<file path="config.mk">
export PLATFORM = sky130hd
export DESIGN_NAME = qif_scheduler
export DESIGN_NICKNAME = d
export VERILOG_FILES = /design/src/rtl/qif_scheduler.sv
export SDC_FILE = /design/constraint.sdc
export NUM_CORES = 1
export LEC_CHECK = 0
export CORE_MARGIN = 1.5
export CORE_UTILIZATION = 50
export DETAILED_ROUTE_END_ITERATION = 6
export HOLD_SLACK_MARGIN = 0.05
export PLACE_DENSITY = 0.7
export SLEW_MARGIN = 25
export SYNTH_ARGS = -nofsm -noshare
export SYNTH_HDL_FRONTEND = slang
export SYNTH_SLANG_ARGS = --single-unit
export TNS_END_PERCENT = 1
</file>
<file path="constraint.sdc">
create_clock -name clk -period 11.18 [get_ports clk]
set_input_delay 3.354 -clock clk [delete_from_list [all_inputs] [get_ports clk]]
set_output_delay 3.354 -clock clk [all_outputs]
set_load 0.005 [all_outputs]
</file>
<file path="src/rtl/qif_scheduler.sv">
// Quadratic integrate-and-fire scheduler: N_NEURONS virtual neurons share one
// update datapath, one neuron per cycle, after a step request.
module qif_scheduler #(
  parameter int N_NEURONS = 4,
  parameter int V_PEAK    = 50,
  parameter int V_RESET   = -20,
  parameter int A_SHIFT   = 5
) (
  input  logic        clk,
  input  logic        rst_n,
  input  logic        step_start,
  input  logic [31:0] I_syn_bus,
  input  logic        v_wr_en,
  input  logic [1:0]  v_wr_idx,
  input  logic [7:0]  v_wr_data,
  input  logic [1:0]  v_rd_idx,
  output logic [7:0]  V_mem,
  output logic        step_busy,
  output logic        step_done,
  output logic [3:0]  spike_vec
);

  typedef enum logic [1:0] {S_IDLE, S_UPDATE, S_DONE} state_t;

  localparam logic [1:0]        LAST_IDX = 2'(N_NEURONS - 1);
  localparam logic signed [17:0] PEAK    = 18'(V_PEAK);
  localparam logic signed [7:0]  VRST    = 8'(V_RESET);

  state_t            state_q, state_d;
  logic [1:0]        idx_q, idx_d;
  logic signed [7:0] v_q [N_NEURONS];
  logic signed [7:0] v_d [N_NEURONS];
  logic [31:0]       isyn_q, isyn_d;
  logic [3:0]        spk_sh_q, spk_sh_d;
  logic [3:0]        spike_q, spike_d;
  logic signed [7:0] vmem_q, vmem_d;

  logic signed [7:0]  v_cur;
  logic signed [7:0]  i_cur;
  logic signed [15:0] prod;
  logic [15:0]        term;
  logic signed [17:0] sum;
  logic               fire;

  function automatic logic signed [7:0] sat8(input logic signed [17:0] s);
    if (s > 18'sd127)  return 8'sd127;
    if (s < -18'sd128) return -8'sd128;
    return s[7:0];
  endfunction

  // Shared update datapath for the neuron selected by idx_q
  always_comb begin
    v_cur = v_q[idx_q];
    i_cur = $signed(isyn_q[{idx_q, 3'b000} +: 8]);
    prod  = v_cur * v_cur;
    term  = $unsigned(prod) >> A_SHIFT;
    sum   = {{10{v_cur[7]}}, v_cur} + {2'b00, term} + {{10{i_cur[7]}}, i_cur};
    fire  = (sum >= PEAK);
  end

  always_ff @(posedge clk) begin
    if (rst_n) begin
      state_q <= S_IDLE;
      idx_q   <= '0;
    end else begin
      state_q <= state_d;
      idx_q   <= idx_d;
    end
  end

  always_comb begin
    state_d = state_q;
    idx_d   = idx_q;
    case (state_q)
      S_IDLE: begin
        if (step_start) begin
          state_d = S_UPDATE;
          idx_d   = '0;
        end
      end
      S_UPDATE: begin
        idx_d = idx_q + 2'd1;
        if (idx_q == LAST_IDX) state_d = S_DONE;
      end
      S_DONE:  state_d = S_IDLE;
      default: state_d = S_IDLE;
    endcase
  end

  always_comb begin
    step_busy = (state_q != S_IDLE);
    step_done = (state_q == S_DONE);
  end

  // Host write lands before the step latch, so a same-cycle step sees it
  always_comb begin
    v_d      = v_q;
    isyn_d   = isyn_q;
    spk_sh_d = spk_sh_q;
    spike_d  = spike_q;
    case (state_q)
      S_IDLE: begin
        if (v_wr_en)    v_d[v_wr_idx] = v_wr_data;
        if (step_start) isyn_d = I_syn_bus;
      end
      S_UPDATE: begin
        v_d[idx_q]      = fire ? VRST : sat8(sum);
        spk_sh_d[idx_q] = fire;
        if (idx_q == LAST_IDX) spike_d = spk_sh_d;
      end
      default: ;
    endcase
    vmem_d = v_d[v_rd_idx];
  end

  always_ff @(posedge clk) begin
    if (rst_n) begin
      for (int k = 0; k < N_NEURONS; k++) v_q[k] <= '0;
      isyn_q   <= '0;
      spk_sh_q <= '0;
      spike_q  <= '0;
      vmem_q   <= '0;
    end else begin
      v_q      <= v_d;
      isyn_q   <= isyn_d;
      spk_sh_q <= spk_sh_d;
      spike_q  <= spike_d;
      vmem_q   <= vmem_d;
    end
  end

  assign V_mem     = vmem_q;
  assign spike_vec = spike_q;

endmodule

</file>
After elaboration in Yosys (flattened, before gate mapping)
Index checks and enable logic that the tools add are counted.
{"block": "classes", "mul": 1, "add_sub_neg": 3, "n_mux": 33, "eq_ne": 5, "n_bitwise": 3, "reduce_logical": 10, "shifts": 1, "n_lt_le_gt_ge": 10}
{"op": "$mux 8", "count": 12}
{"op": "$bwmux 32", "count": 2}
{"op": "$pmux 32 s2", "count": 1}
{"op": "$bmux 8 s2", "count": 2}
{"op": "$demux 8 s2", "count": 2}
{"op": "$mux 32", "count": 1}
{"op": "$shiftx 32x6->8", "count": 1}
{"op": "$mul 8x8->16", "count": 1}
{"op": "$add 13x8->14", "count": 1}
{"op": "$ge 14x7->1 const B", "count": 1}
{"op": "$gt 14x8->1 const B", "count": 1}
{"op": "$lt 14x8->1 const B", "count": 1}
{"op": "$add 8x12->13", "count": 1}
{"op": "$ge 3x3->1 const B", "count": 3}
{"op": "$not 2->3", "count": 3}
{"op": "$pmux 2 s2", "count": 2}
{"op": "$reduce_and 2->1", "count": 4}
{"op": "$lt 3x1->1 const B", "count": 2}
{"op": "$mux 1", "count": 6}
{"op": "$mux 2", "count": 3}
{"op": "$bwmux 4", "count": 1}
{"op": "$eq 2x2->1 const B", "count": 2}
{"op": "$ne 2x2->1 const B", "count": 2}
{"op": "$reduce_bool 2->1", "count": 2}
{"op": "7 further kinds", "count": 9}
{"block": "word_totals", "wordCells": 76, "in_bits": 48, "out_inout_bits": 14, "reg_bits": 84}

Depth between registers and ports, before layout
{"block": "logic_depth", "depth_word": 21, "ltp_mapped": 36, "ltp_nobuf": 35}

Worst setup path before layout
Ideal clock, no wire load.
{"block": "synth_timing", "path_type": "register -> register", "start": "reg idx_q[0]", "end": "reg vmem_q[5] (netlist: V_mem[5])", "setup_time_ns": 0.115, "arrival_time_ns": 8.368, "path_stages_with_launch": 31, "required_time_ns": 11.065, "slack_ns": 2.698, "path_buffers": 2, "period_less_slack_ns": 8.482, "path_cell_list": "dfxtp_1 > buf_2 > mux4_2 > inv_1 > nor2_1 > fa_1 > fa_1 > fa_1 > inv_1 > fa_1 > inv_1 > ha_1 > o41ai_2 > o21ai_0 > o21a_1 > o21a_1 > or2_2 > fa_1 > inv_1 > ha_1 > buf_2 > a2111oi_0 > o21ai_1 > a211oi_2 > o31ai_2 > mux2i_1 > a31o_2 > a22o_1 > a222oi_1 > mux2i_1 > o21a_1"}
{"block": "synth_via", "elab_chain_len": 20, "elab_cells_between_ends": 31, "cone_classes": "add/sub: 2; mul: 1; order compare: 5; shift: 1; mux: 20; bitwise: 1; reduce/logical: 1"}
{"element": "from (decl)", "line": "30", "rtl": "logic [1:0] idx_q, idx_d;"}
{"element": "from (signal assigned)", "line": "67", "rtl": "idx_q <= idx_d;"}
{"element": "$not 2->3", "line": "53, 107"}
{"element": "$bmux 8 s2", "line": "53", "rtl": "v_cur = v_q[idx_q];"}
{"element": "$mux 8 (implied by the code) (2 in series)", "line": "53"}
{"element": "$mul 8x8->16", "line": "55", "rtl": "prod = v_cur * v_cur;"}
{"element": "$add 8x12->13", "line": "57", "rtl": "sum = {{10{v_cur[7]}}, v_cur} + {2'b00, term} + {{10{i_cur[7]}}, i_cur};"}
{"element": "$add 13x8->14", "line": "57"}
{"element": "$lt 14x8->1", "line": "47", "rtl": "if (s < -18'sd128) return -8'sd128;"}
{"element": "$mux 1 (2 in series)", "line": "47"}
{"element": "$mux 1", "line": "101", "rtl": "case (state_q)"}
{"element": "$mux 8", "line": "48", "rtl": "return s[7:0];"}
{"element": "$mux 8", "line": "47"}
{"element": "$mux 8", "line": "101"}
{"element": "$mux 8", "line": "107", "rtl": "v_d[idx_q] = fire ? VRST : sat8(sum);"}
{"element": "$bwmux 32 *", "line": "107"}
{"element": "$pmux 32 s2 *", "line": "101"}
{"element": "$bmux 8 s2 *", "line": "113", "rtl": "vmem_d = v_d[v_rd_idx];"}
{"element": "$mux 8 (implied by the code) * (2 in series)", "line": "113"}
{"element": "to (signal assigned)", "line": "128", "rtl": "vmem_q <= vmem_d;"}
{"element": "to (decl)", "line": "36", "rtl": "logic signed [7:0] vmem_q, vmem_d;"}
Every way passes the cells marked *; elsewhere a longest branch is shown, timed or not. The select of a mux whose other input is x is not followed.
A chain may end at the register's enable or synchronous reset.

Worst setup path after layout
{"block": "layout_timing", "start": "reg idx_q[0]", "end": "reg vmem_q[1] (netlist: V_mem[1])"}
Same word-level chain as after synthesis.

==> flow_metrics.env <==
export IMPL_post_route_util=0.581
export IMPL_maxSlewViolCount=0
export IMPL_instances_no_fill=1121
export IMPL_grt_pass1_vias=6292
export IMPL_grt_start_max_net_pins=78
export IMPL_synth_nets=1043
export IMPL_dpl_hpwl_mm=15.2
export IMPL_cts_tree="yes"
export IMPL_die_w_um=125
export IMPL_synth_area_leaders="dfxtp_1, fa_1, ha_1, nand2_1, inv_1"
export IMPL_crit_path_max_incr_delay_ns=0.64
export IMPL_path_class="flop to flop"
export IMPL_drc=0
export IMPL_syn_area_um2=7410
export IMPL_clock_latency_ns=0.34
export IMPL_diodes=0
export IMPL_areaGrowthSynthToFinish_pct=13.5
export IMPL_antenna_found_initial=0
export IMPL_dieArea_um2=15600
export IMPL_drt_iter0_markers=633
export IMPL_seq_area_frac_synth=0.224
export IMPL_clock_sinks=83
export IMPL_port_buffers=61
export IMPL_finalSetupTns_ns=0
export IMPL_clk_pin_slew_worst_paths_ns=0.06
export IMPL_synth_avg_cell_area_um2=8.27
export IMPL_synth_seq_cells=83
export IMPL_wl_per_cell_um=17.5
export IMPL_vias=6596
export IMPL_core_region_area_um2=14500
export IMPL_nets=1079
export IMPL_required_ns=11.41
export IMPL_firstDrtPassIters=6
export IMPL_syn_inst=896
export IMPL_setup_viol=0
export IMPL_htreeDepth=3
export IMPL_die_h_um=125
export IMPL_worst_pin_slew_ns=0.847
export IMPL_synth_async_reset_ratio=0
export IMPL_synth_edf_count=0
export IMPL_cts_setup_buffers=0
export IMPL_cts_root_buffer="clkbuf_16"
export IMPL_yosysUniqueCellTypes=69
export IMPL_gr_total_overflow=0
export IMPL_cts_buffers=9
export IMPL_start_kind="flop"
export IMPL_vias_per_cell=5.88
export IMPL_gp_congestion=0.951
export IMPL_num_io_pins=62
export IMPL_grt_pass1_wl_mm=32.3
export IMPL_place_area_um2=8120
export IMPL_yosysMostFrequentCell="nand2_1"
export IMPL_rsz0062_at_grt="no"
export IMPL_fin_crit_sh=0.846
export IMPL_powerDensity_nw_per_um2=147
export IMPL_fillers=1332
export IMPL_ant_nets=0
export IMPL_synth_warnings=0
export IMPL_stdcell_area_um2=8410
export IMPL_cp_max_fo=11
export IMPL_cap_violations=0
export IMPL_post_cts_resized=0
export IMPL_placedCellCount=1105
export IMPL_multi_input_area_um2=5180
export IMPL_end_kind="flop"
export IMPL_p_leak_nw=3.58
export IMPL_min_period_ns=9.46
export IMPL_fmax_mhz=106
export IMPL_cp_slowest_cell="dfxtp_1"
export IMPL_clockBufferDepth=2
export IMPL_worst_clock_skew_ns=0.00992
export IMPL_placementRows=44
export IMPL_max_slew_margin=0.433
export IMPL_synth_ff_type="dfxtp_1"
export IMPL_drive_above_1_share=0.0704
export IMPL_crit_top_cell="inv_1"
export IMPL_yosysTopAreaCellShare=0.224
export IMPL_status="finished, final reports clean"
export IMPL_synth_top_cell_by_area="dfxtp_1"
export IMPL_hold_viol=0
export IMPL_initial_core_util=0.512
export IMPL_cts_hold_buf=0
export IMPL_grt_usage=0.256
export IMPL_crit_arrival_ns=9.69
export IMPL_seq_area_um2=1660
export IMPL_synth_commonest_cells="nand2_1, inv_1, dfxtp_1, nor2_1, a21oi_1"
export IMPL_totalWireLength_mm=19.7
export IMPL_ir_worst_vdd_uv=84.3
export IMPL_hold_path_class="flop to flop"
[flip-flops by register name, indices dropped and copies added (netlist names)]
signal	count
v_q	32
V_mem	8
idx_q	2
spike_vec	4
isyn_q	32
spk_sh_q	3
state_q	2
[through the flow]
step | worst slack [ns] | power (mW) | hold slack [ns]
2_1_floorplan | 2.70 | 0.794 | 0.433
3_3_place_gp | 1.82 | 0.945 | 0.441
5_1_grt | 1.07 | 1.33 | 0.472
4_1_cts | 1.74 | 1.24 | 0.454
3_5_place_dp | 1.78 | 0.944 | 0.446
6_report | 1.72 | 1.24 | 0.453
[power breakdown]
part	switching, mW	leakage [nW]	internal, mW
sequential	0.0119	0.678	0.315
clock	0.117	0.137	0.173
combinational	0.380	2.77	0.243
total	0.509	3.58	0.731
[worst paths after layout]
path         startpoint   endpoint  slack, ns  depth (start not counted)
max            idx_q[0]   V_mem[1]       1.72                         36
min           isyn_q[2]  isyn_q[2]       0.45                          2
max reg2reg    idx_q[0]   V_mem[1]       1.72                         36
min reg2reg   isyn_q[2]  isyn_q[2]       0.45                          2
[metal layers]
layer  track usage  vias up  wire, µm
met2         0.405      266      8930
met3        0.0399       51      1380
met1         0.357     3134      8880
met4        0.0913        0       478
li1              -     3145         -
met5             0        -         0
[cell families (layout without fill, tap and decap cells)]
group	count (synthesis)	after routing	share of synthesized area
DFF	83	83	0.224
buffers and inverters	148	189	0.0767
AOI/OAI and AO/OA	225	225	0.205
adders and majority gates	99	99	0.224
xor gates and xnor gates	27	27	0.0319
muxes	30	30	0.0696
and+or+nand+nor	284	284	0.168
[cell usage in the layout, fill, tap and decap left out, types with 4 or more instances in the layout]
cell type / instances
nand2_1: 137
inv_1: 104
dfxtp_1: 83
nor2_1: 76
a21oi_1: 73
clkdlybuf4s50_1: 60
fa_1: 56
ha_1: 43
o21ai_0: 25
xnor2_1: 18
mux4_2: 17
nor3_1: 12
a22oi_1: 12
nand3_1: 11
mux2i_1: 11
o21a_1: 10
a211oi_1: 10
a22o_1: 10
o21ai_1: 9
xor2_1: 9
a31oi_1: 9
o22ai_1: 9
clkbuf_16: 9
and2_1: 7
nor2b_1: 7
o221a_2: 7
o31ai_1: 6
buf_4: 6
a21o_1: 5
and3_1: 5
nand2b_1: 4
o21bai_1: 4
or2_2: 4
a211oi_2: 4
o41ai_1: 4
a222oi_1: 4
[final cells by class]
class / instances / share of cell area
inverter: 106 / 0.0473
sequential: 83 / 0.198
timing repair buffer: 67 / 0.0773
clock inverter: 4 / 0.00610
multi-input combinational: 665 / 0.616
clock buffer: 12 / 0.0281
tap: 184 / 0.0274
[critical path: cells and delay by family (launching register included)]
family          cells  cell delay, ns
xor+xnor            1            0.25
flops               1            0.64
compound gates     14            2.80
buf+inv             6            0.79
mux                 1            0.64
fa+ha+maj           7            2.82
simple gates        7            1.40
Note: power is estimated with default switching activity, not from simulation.
